==> src/rtl/spi_pkg.sv <==
// spi_pkg: register map of the spi master plus ownership and sequencer state types
package spi_pkg;
    localparam logic [2:0] SPI_A_START = 3'd0;
    localparam logic [2:0] SPI_A_DATA  = 3'd1;
    localparam logic [2:0] SPI_A_READY = 3'd2;
    localparam logic [2:0] SPI_A_INT   = 3'd3;
    localparam logic [2:0] SPI_A_CFG   = 3'd4;
    typedef enum logic [1:0] {OWN_FREE, OWN_CPU, OWN_SEQ} owner_t;
    typedef enum logic [3:0] {
        S_IDLE, S_CFG, S_CMD, S_W_CMD, S_A2, S_W_A2, S_A1, S_W_A1,
        S_A0, S_W_A0, S_DATA, S_W_DATA, S_FETCH, S_OUT
    } state_t;
endpackage

==> src/rtl/spi_bus_mux.sv <==
// spi_bus_mux: steers the spi register port to the CPU or the sequencer and stalls the CPU while locked out
module spi_bus_mux
    import spi_pkg::*;
(
    input  owner_t      owner,
    input  logic [2:0]  cpu_addr,
    input  logic [1:0]  cpu_sel,
    input  logic [7:0]  cpu_wdata,
    input  logic        cpu_read,
    input  logic        cpu_write,
    output logic [7:0]  cpu_rdata,
    output logic        cpu_stall,
    input  logic [2:0]  seq_addr,
    input  logic [1:0]  seq_sel,
    input  logic [7:0]  seq_wdata,
    input  logic        seq_read,
    input  logic        seq_write,
    output logic [2:0]  spi_addr,
    output logic [1:0]  spi_sel,
    output logic [7:0]  spi_wdata,
    output logic        spi_read,
    output logic        spi_write,
    input  logic [7:0]  spi_rdata
);
    logic seq_own;
    assign seq_own   = owner == OWN_SEQ;
    assign spi_addr  = seq_own ? seq_addr  : cpu_addr;
    assign spi_sel   = seq_own ? seq_sel   : cpu_sel;
    assign spi_wdata = seq_own ? seq_wdata : cpu_wdata;
    assign spi_read  = seq_own ? seq_read  : cpu_read;
    assign spi_write = seq_own ? seq_write : cpu_write;
    assign cpu_stall = seq_own & (cpu_read | cpu_write);
    assign cpu_rdata = (!seq_own && cpu_read) ? spi_rdata : 8'h00;
endmodule

==> src/rtl/spi_flash_seq.sv <==
// spi_flash_seq: streams bytes from SPI NOR flash via READ + 24-bit address, sharing the spi port with the CPU
module spi_flash_seq
    import spi_pkg::*;
#(
    parameter logic [1:0] CS_SEL   = 2'd0,
    parameter logic [7:0] CMD_READ = 8'h03,
    parameter logic [7:0] SPI_CFG  = 8'h00
) (
    input  logic        clk,
    input  logic        reset,
    input  logic        req,
    input  logic [23:0] req_addr,
    input  logic [7:0]  req_len,
    output logic        ack,
    output logic        rd_valid,
    output logic [7:0]  rd_data,
    output logic        rd_last,
    input  logic        rd_ready,
    output logic        busy,
    input  logic [2:0]  cpu_addr,
    input  logic [1:0]  cpu_sel,
    input  logic [7:0]  cpu_wdata,
    input  logic        cpu_read,
    input  logic        cpu_write,
    output logic [7:0]  cpu_rdata,
    output logic        cpu_stall,
    output logic [2:0]  spi_addr,
    output logic [1:0]  spi_sel,
    output logic [7:0]  spi_wdata,
    output logic        spi_read,
    output logic        spi_write,
    input  logic [7:0]  spi_rdata,
    input  logic        spi_int
);
    state_t      state, state_n;
    owner_t      owner, owner_n;
    logic [23:0] addr_q;
    logic [7:0]  cnt, data_q, seq_wdata;
    logic [2:0]  seq_addr;
    logic        last_q, seq_read, seq_write, cpu_a0;
    assign cpu_a0  = (cpu_read | cpu_write) && cpu_addr == SPI_A_START;
    assign busy    = owner == OWN_SEQ;
    assign rd_data = data_q;
    assign rd_last = rd_valid & last_q;
    always_ff @(posedge clk) begin
        if (!reset) begin
            state  <= S_IDLE;
            owner  <= OWN_FREE;
            addr_q <= 24'h0;
            cnt    <= 8'h0;
            data_q <= 8'h0;
            last_q <= 1'b0;
        end else begin
            state <= state_n;
            owner <= owner_n;
            if (ack) begin
                addr_q <= req_addr;
                cnt    <= req_len;
            end
            if (state == S_FETCH) begin
                data_q <= spi_rdata;
                last_q <= cnt == 8'h0;
            end
            if (state == S_OUT && rd_ready && !last_q)
                cnt <= cnt - 8'd1;
        end
    end
    always_comb begin
        state_n   = state;
        owner_n   = owner;
        ack       = 1'b0;
        rd_valid  = 1'b0;
        seq_addr  = SPI_A_DATA;
        seq_wdata = 8'h00;
        seq_read  = 1'b0;
        seq_write = 1'b0;
        // CPU holds the port from its addr0 write until its addr0 read
        if (owner != OWN_SEQ && cpu_write && cpu_addr == SPI_A_START)
            owner_n = OWN_CPU;
        else if (owner == OWN_CPU && cpu_read && cpu_addr == SPI_A_START)
            owner_n = OWN_FREE;
        case (state)
            S_IDLE: if (req && owner == OWN_FREE && !cpu_a0) begin
                ack     = 1'b1;
                owner_n = OWN_SEQ;
                state_n = S_CFG;
            end
            S_CFG: begin
                seq_write = 1'b1;
                seq_addr  = SPI_A_CFG;
                seq_wdata = SPI_CFG;
                state_n   = S_CMD;
            end
            S_CMD: begin
                seq_write = 1'b1;
                seq_addr  = SPI_A_START;
                seq_wdata = CMD_READ;
                state_n   = S_W_CMD;
            end
            S_A2: begin
                seq_write = 1'b1;
                seq_wdata = addr_q[23:16];
                state_n   = S_W_A2;
            end
            S_A1: begin
                seq_write = 1'b1;
                seq_wdata = addr_q[15:8];
                state_n   = S_W_A1;
            end
            S_A0: begin
                seq_write = 1'b1;
                seq_wdata = addr_q[7:0];
                state_n   = S_W_A0;
            end
            S_DATA: begin
                seq_write = 1'b1;
                state_n   = S_W_DATA;
            end
            S_W_CMD:  state_n = spi_int ? S_A2    : state;
            S_W_A2:   state_n = spi_int ? S_A1    : state;
            S_W_A1:   state_n = spi_int ? S_A0    : state;
            S_W_A0:   state_n = spi_int ? S_DATA  : state;
            S_W_DATA: state_n = spi_int ? S_FETCH : state;
            // the final byte is read through addr0 so CS drops with it
            S_FETCH: begin
                seq_read = 1'b1;
                seq_addr = cnt == 8'h0 ? SPI_A_START : SPI_A_DATA;
                state_n  = S_OUT;
            end
            S_OUT: begin
                rd_valid = 1'b1;
                if (rd_ready) begin
                    state_n = last_q ? S_IDLE : S_DATA;
                    owner_n = last_q ? OWN_FREE : owner;
                end
            end
            default: state_n = S_IDLE;
        endcase
    end
    spi_bus_mux u_mux (
        .owner(owner),
        .cpu_addr(cpu_addr),
        .cpu_sel(cpu_sel),
        .cpu_wdata(cpu_wdata),
        .cpu_read(cpu_read),
        .cpu_write(cpu_write),
        .cpu_rdata(cpu_rdata),
        .cpu_stall(cpu_stall),
        .seq_addr(seq_addr),
        .seq_sel(CS_SEL),
        .seq_wdata(seq_wdata),
        .seq_read(seq_read),
        .seq_write(seq_write),
        .spi_addr(spi_addr),
        .spi_sel(spi_sel),
        .spi_wdata(spi_wdata),
        .spi_read(spi_read),
        .spi_write(spi_write),
        .spi_rdata(spi_rdata)
    );
endmodule
==> config.mk <==
export PLATFORM = sky130hd
export DESIGN_NAME = spi_flash_seq
export DESIGN_NICKNAME = d
export VERILOG_FILES = /design/src/rtl/spi_pkg.sv /design/src/rtl/spi_bus_mux.sv /design/src/rtl/spi_flash_seq.sv
export SDC_FILE = /design/constraint.sdc
export NUM_CORES = 1
export LEC_CHECK = 0
export ABC_AREA = 1
export ABC_CLOCK_PERIOD_IN_PS = 3900
export CORE_ASPECT_RATIO = 0.75
export CORE_MARGIN = 1
export CORE_UTILIZATION = 48
export CTS_CLUSTER_SIZE = 14
export DETAILED_ROUTE_END_ITERATION = 10
export PLACE_DENSITY = 0.91
export REMOVE_ABC_BUFFERS = 1
export SYNTH_ARGS = -nofsm -noshare
export SYNTH_HDL_FRONTEND = slang
export SYNTH_SLANG_ARGS = --single-unit
==> constraint.sdc <==
create_clock -name clk -period 3.9 [get_ports clk]
set_clock_uncertainty 0.05 [all_clocks]
set_input_delay 0.585 -clock clk [delete_from_list [all_inputs] [get_ports clk]]
set_output_delay 0.585 -clock clk [all_outputs]
set_load 0.03 [all_outputs]
==> summary.md, run 1 <==
| Metric | Value |
|---|---|
| Syn Std Cell Area | 2631 µm² |
| CTS sink count | 47 |
| TritonRoute pass-1 iters | 4 |
| Top cell type's share of synthesized area | 0.3576 |
| Mux cell area share after synthesis | 0 |
| Vias in the first global route | 2,797 |
| Area growth syn-to-layout | 40.66% |
| Fin nets | 570 |
| Worst vdd ir | 0.2887 mV |
| Top post-synthesis cells by area | dfxtp_1, nand2_1, inv_1 |
| Vias per cell | 5.171 |
| Slew Limit Fails | 0 |
| I/O Buffers | 95 |
| Switching share of power | 0.4480 |
| First-pass GRT wire length | 12.30 mm |
| Hold Startpoint | addr_q[22]$_SDFFE_PN0P_ |
| Area of the die | 5785 µm² |
| Mapped Avg Cell Area | 6.310 µm² |
| Rel. slew slack | 0.3976 |
| Worst setup margin | 548.7 ps |
| HP Class | register to register |
| DRC viols | 0 |
| DR iter-0 viols | 165 |
| Worst r2r src | state[1]$_SDFFE_PN0P_ |
| Min Tclk post-route | 3351 ps |
| CP delay by family, top | buffers and inverters |
| Register area share after synthesis | 0.3576 |
| Distinct cell type count after synthesis | 27 |
| WS Path Type | register to primary output |
| Cell chosen for the clock root | clkbuf_8 |
| Final hold violation count | 0 |
| Power Dens Cells | 550.6 nW/µm² |
| Post-Synth Simple-Gate Area | 0.3119 |
| Total CTS buffers | 5 |
| Largest net degree at the start of global routing | 51 |
| Ant. Diodes | 0 |
| Final HPWL DP | 5.596 mm |
| Crit path launch type | register |
| Vert. Die Dim | 66.12 µm |
| Worst path max stage delay | 670 ps |
| Number of flops mapped to enable cells by yosys | 0 |
| Worst Hold Path EP | addr_q[22]$_SDFFE_PN0P_ |
| P_int | 1125 µW |
| Via count | 2,999 |
| Min-Delay Path Depth | 2 |
| WP data required | 3260 ps |
| Largest area contributor in the synthesized netlist | dfxtp_1 |
| Data arrival, critical path | 2720 ps |
| Fraction of layout cells with a size suffix above 1 | 0.04724 |
| Count leader, synth | nand2_1 |
| Worst-Skew Late Latency | 300 ps |
| CP max-delay cell | clkdlybuf4s50_1 |
| Logic pwr share | 0.511 |
| Hold-fix buffers at CTS | 0 |
| Largest family of logic cells by synthesized area | simple AND/OR/NAND/NOR gates |
| Switching Power | 912.9 µW |
| Core footprint | 5092 µm² |
| IO Count | 96 |
| Initial core utilization | 0.5167 |
| Clk pwr share | 0.152 |
| # rows | 22 |
| Syn Inst Count | 417 |
| Max-cap violations | 0 |
| Sequential Power Share | 0.337 |
| Pre-CTS setup slack | 870.4 ps |
| Setup repair bufs after CTS | 0 |
| Async set-reset flop share out of synthesis | 0 |
| Register bit count reported by yosys | 47 |
| Clk buf depth | 2 |
| Xor/xnor share of the synthesized area | 0.003329 |
| Post-detailed-routing wire length | 7.523 mm |
| Status | finished, final reports clean |
| Reg clk slew, reported paths | 90 ps |
| Reg2reg path depth | 8 |
| TritonCTS clock tree | done |
| Max Freq | 298.4 MHz |
| DR WL/cell | 12.97 µm |
| FF-to-FF End | cnt[3]$_SDFFE_PN0P_ |
| WP buf/inv | 2 |
| Worst path most repeated cell | nand2_1 |
| RSZ-0062 raised after global routing | no |
| Post-DRT Antenna Nets | 0 |
| Yosys warning count | 0 |
| Crit Path Max Fanout | 12 |
| Worst Max-Slew Pin Slew | 900.8 ps |
| Global Route Usage Sum | 0.2774 |
| Most used DFF post-synth | dfxtp_1 |
| Synth cell count leaders | nand2_1, inv_1, nor2_1 |
| Period utilisation layout | 0.8593 |
| Die Wd | 87.50 µm |
| Post_cts resized | 0 |
| Cell total after placement | 573 |
| Post-route non-filler standard cell count | 580 |
| R2R Setup Slk | 1740 ps |
| Routability congestion estimate | 0.8909 |
| Grt ovf | 0 |
| CP cell instances | inv_2 > nor2_1 > nand2_1 > o22ai_1 > o21ai_0 > nand2_1 > clkdlybuf4s50_1 |
| Adder-Cell Fraction of Synth Area | 0.009510 |
| H-tree levels | 2 |
| Leak pwr | 0.001627 µW |
| Post-Route Setup TNS | 0 ps |
| Final setup vio count | 0 |
| Initial antenna violation count | 0 |
| Crit path capture type | primary output |
| Compound-Gate Fraction of Synth Area | 0.1912 |
==> power by group through the flow <==
stage / logic [µW] / clock network [µW] / registers, µW
floorplan: 671 / 0 / 688
global placement: 1010 / 0 / 690
detailed placement: 1030 / 0 / 694
CTS: 1030 / 313 / 684
global route: 1150 / 334 / 700
finish: 1040 / 310 / 687
==> cell usage in the layout (no fill, tap or decap) <==
master and n:
a211oi_1 1, a21oi_1 38, buf_4 3, clkbuf_8 6, clkdlybuf4s50_1 95, clkinv_1 1
dfxtp_1 47, ha_1 2, inv_1 61, inv_2 4, inv_6 1, nand2_1 96
nand2_2 3, nand3_1 17, nand3_4 1, nand3b_1 1, nand4_1 8, nor2_1 52
nor2_2 3, nor2_4 2, nor3_1 7, nor3_2 1, o211ai_1 4, o21ai_0 45
o21ai_1 1, o22ai_1 6, o31ai_1 1, xor2_1 1
==> area by class of cell <==
| cell class | count | area (µm²) |
|---|---|---|
| Fill cell | 401 | 1391 |
| Timing Repair Buffer | 98 | 973.4 |
| Tap cell | 72 | 90.09 |
| Clock buffer | 6 | 82.58 |
| Multi-Input combinational cell | 290 | 1358 |
| Clock inverter | 1 | 8.758 |
| Sequential cell | 47 | 940.9 |
| Inverter | 66 | 247.7 |
==> metal layers <==
layer  track usage  vias up  wire length (µm)
met2        0.4658      131              3364
li1              -     1515                 -
met4       0.09221        0               138
met3       0.07865       16               583
met1        0.3418     1337              3436
met5             0        -                 0
==> sequential cells by signal (all words and copies together), names as in the netlist <==
name     flops
addr_q      24
cnt          8
rd_data      8
state        4
owner        2
last_q       1
==> worst max-delay path by stage <==
stage	start	to	slack, ps	cells after the start
floorplan	owner[1]$_SDFFE_PN0P_	spi_read	1200	4
global placement	cpu_write	ack	950	7
detailed placement	cpu_addr[0]	ack	870	6
CTS	state[1]$_SDFFE_PN0P_	spi_wdata[5]	630	7
global route	state[1]$_SDFFE_PN0P_	spi_wdata[5]	430	7
finish	state[1]$_SDFFE_PN0P_	spi_wdata[5]	550	7
==> per-stage QoR <==
step	cell area [µm²]	total power, µW	hold slack (ps)	util
6_report	3701	2038	407.5	0.7268
5_1_grt	3701	2184	427.9	0.7268
4_1_cts	3701	2028	407.1	0.7268
3_5_place_dp	3610	1720	394.1	0.7088
3_3_place_gp	3610	1696	388.9	0.7088
2_1_floorplan	2546	1358	379.1	-
==> worst min-delay path, delay by kind of cell (launching register included) <==
kind                   cells  cell delay (ps)
flip-flops                 1              310
buffers and inverters      1               60
AO/OA/AOI/OAI              1               50
==> cell families (layout without fill, tap and decap cells) <==
family                   after synthesis  count (layout)
buffers and inverters                 80             171
flip-flops                            47              47
AO/OA/AOI/OAI                         96              96
adder cells (fa/ha/maj)                2               2
XOR/XNOR                               1               1
AND/OR/NAND/NOR                      191             191
No activity file was read; power rests on OpenSTA's default activity.
==> run 2, diff against run 1 <==
- PLACE_DENSITY: 0.91 -> 0.95
==> run 2 against run 1 <==
Via count increased by 3.5%. Final cell count is 0.17% higher. First-iteration DRC count rose by 52%. Sequential share of layout area is 0.20 points lower. Critical path depth increased by 2. Non-clock buffer count did not move. Sequential cell count did not move. Setup slack got worse by 80 ps. Largest cell class unchanged. Largest power group unchanged.
==> summary.md, run 2 (same netlist as run 1, synthesis figures left out) <==
| Metric | Value |
|---|---|
| DRC viols | 0 (unchanged) |
| R2R Setup Slk | 1740 ps (about the same) |
| Switching Power | 938.9 µW (was 912.9 µW) |
| Reg clk slew, reported paths | 90 ps (about the same) |
| Worst setup margin | 468.9 ps (was 548.7 ps) |
| Grt ovf | 0 (unchanged) |
| Crit path capture type | primary output (unchanged) |
| Top reg by flops | addr_q (unchanged) |
| Area growth syn-to-layout | 41.80% (was 40.66%) |
| Initial core utilization | 0.5167 (unchanged) |
| Sequential Power Share | 0.323 (was 0.337) |
| RSZ-0062 raised after global routing | no (unchanged) |
| Max-cap violations | 0 (unchanged) |
| Final HPWL DP | 5.889 mm (was 5.596 mm) |
| First-pass GRT wire length | 12.62 mm (was 12.30 mm) |
| Status | finished, final reports clean (unchanged) |
| P_int | 1194 µW (was 1125 µW) |
| Post_cts resized | 0 (unchanged) |
| Crit path launch type | register (unchanged) |
| Final setup vio count | 0 (unchanged) |
| Post-DRT Antenna Nets | 0 (unchanged) |
| WS Path Type | register to primary output (unchanged) |
| Clk pwr share | 0.183 (was 0.152) |
| HP Class | register to register (unchanged) |
| H-tree levels | 2 (unchanged) |
| Global Route Usage Sum | 0.2830 (was 0.2774) |
| Die Wd | 87.50 µm (unchanged) |
| Ant. Diodes | 0 (unchanged) |
| Switching share of power | 0.4402 (was 0.4480) |
| DR WL/cell | 13.67 µm (was 12.97 µm) |
| CTS sink count | 47 (unchanged) |
| Worst vdd ir | 0.3318 mV (was 0.2887 mV) |
| Hold-fix buffers at CTS | 0 (unchanged) |
| Clk buf depth | 2 (unchanged) |
| TritonCTS clock tree | done (unchanged) |
| Cell chosen for the clock root | clkbuf_8 (unchanged) |
| Initial antenna violation count | 0 (unchanged) |
| Worst-Skew Late Latency | 310 ps (was 300 ps) |
| Max Freq | 291.4 MHz (was 298.4 MHz) |
| DR iter-0 viols | 251 (was 165) |
| Period utilisation layout | 0.8798 (was 0.8593) |
| WP data required | 3260 ps (about the same) |
| Max reg flops | 24 (unchanged) |
| Slew Limit Fails | 0 (unchanged) |
| Power Dens Cells | 571.7 nW/µm² (was 550.6 nW/µm²) |
| Commonest non-fill, non-tap cell in the layout | nand2_1 (unchanged) |
| Pre-CTS setup slack | 869.7 ps (was 870.4 ps) |
| I/O Buffers | 95 (unchanged) |
| Largest net degree at the start of global routing | 51 (unchanged) |
| Fraction of layout cells with a size suffix above 1 | 0.04912 (was 0.04724) |
| Leak pwr | 0.001641 µW (was 0.001627 µW) |
| Rel. slew slack | 0.6177 (was 0.3976) |
| Most frequent cells in the layout | nand2_1, clkdlybuf4s50_1, inv_1, nor2_1, dfxtp_1 (unchanged) |
| Crit path from | state[1]$_SDFFE_PN0P_ (unchanged) |
| TritonRoute pass-1 iters | 5 (was 4) |
| Worst r2r src | state[1]$_SDFFE_PN0P_ (unchanged) |
| Vias per cell | 5.341 (was 5.171) |
| Post-Route Setup TNS | 0 ps (unchanged) |
| Core footprint | 5092 µm² (unchanged) |
| Setup repair bufs after CTS | 0 (unchanged) |
| IO Count | 96 (unchanged) |
| Routability congestion estimate | 0.9018 (was 0.8909) |
| Data arrival, critical path | 2800 ps (was 2720 ps) |
| Hold Startpoint | addr_q[14]$_SDFFE_PN0P_ (was addr_q[22]$_SDFFE_PN0P_) |
| Area of the die | 5785 µm² (unchanged) |
| Crit Path Max Fanout | 12 (unchanged) |
| Post-detailed-routing wire length | 7.942 mm (was 7.523 mm) |
| Total CTS buffers | 5 (unchanged) |
| Min Tclk post-route | 3431 ps (was 3351 ps) |
| Fin nets | 570 (unchanged) |
| Via count | 3,103 (was 2,999) |
| Final hold violation count | 0 (unchanged) |
| Vert. Die Dim | 66.12 µm (unchanged) |
| Vias in the first global route | 2,848 (was 2,797) |
| # rows | 22 (unchanged) |
| Logic pwr share | 0.494 (was 0.511) |
| Worst Max-Slew Pin Slew | 571.6 ps (was 900.8 ps) |
[run 2: cell types whose count changed in the layout (fill, tap and decap cells not counted), sizes merged]
cell and delta:
bufinv +1
[run 2: area by class of cell]
| type | count | area [µm²] |
|---|---|---|
| repair buffers | 98 | 973.4 |
| well taps | 72 | 90.09 |
| fillers | 387 | 1361 |
| clock buffers | 6 | 82.58 |
| inverters | 66 | 247.7 |
| flip-flops and latches | 47 | 940.9 |
| multi-input cells | 290 | 1358 |
| clock inverters | 2 | 38.79 |
[run 2: per-layer routing]
layer | GRT usage | wire length [µm]
met1 | 0.3506 | 3418
met2 | 0.4814 | 3575
met3 | 0.07241 | 802
met4 | 0.09016 | 145
met5 | 0 | 0
[run 2: stage by stage]
step,instance area [µm²],cells,utilization,power [µW],hold slack [ps]
3_3_place_gp,3610,573,0.7088,1685,389.7
5_1_grt,3731,581,0.7327,2265,418.1
2_1_floorplan,2546,403,-,1358,379.1
4_1_cts,3731,581,0.7327,2117,407.2
3_5_place_dp,3610,573,0.7088,1725,393.7
6_report,3731,581,0.7327,2133,405.9
[run 2: final timing paths]
kind         depth (start not counted)                      end
max reg2reg                          9      cnt[2]$_SDFFE_PN0P_
min reg2reg                          2  addr_q[14]$_SDFFE_PN0P_
min                                  2  addr_q[14]$_SDFFE_PN0P_
max                                  9             spi_wdata[0]
[run 2: critical path: stages, from the launching register on]
cell and delay (ps):
dfxtp_1 670, inv_2 130, nor2_1 240, nand2_1 300
inv_1 160, nand2_1 70, nand4_1 80, nand2_1 70
nand2_1 70, clkdlybuf4s50_1 690
[run 2: power by group through the flow]
| stage | clock network [µW] | registers [µW] | logic [µW] |
|---|---|---|---|
| global placement | 0 | 689 | 996 |
| detailed placement | 0 | 696 | 1030 |
| finish | 390 | 689 | 1050 |
| global route | 411 | 703 | 1150 |
| CTS | 389 | 686 | 1040 |
| floorplan | 0 | 688 | 671 |
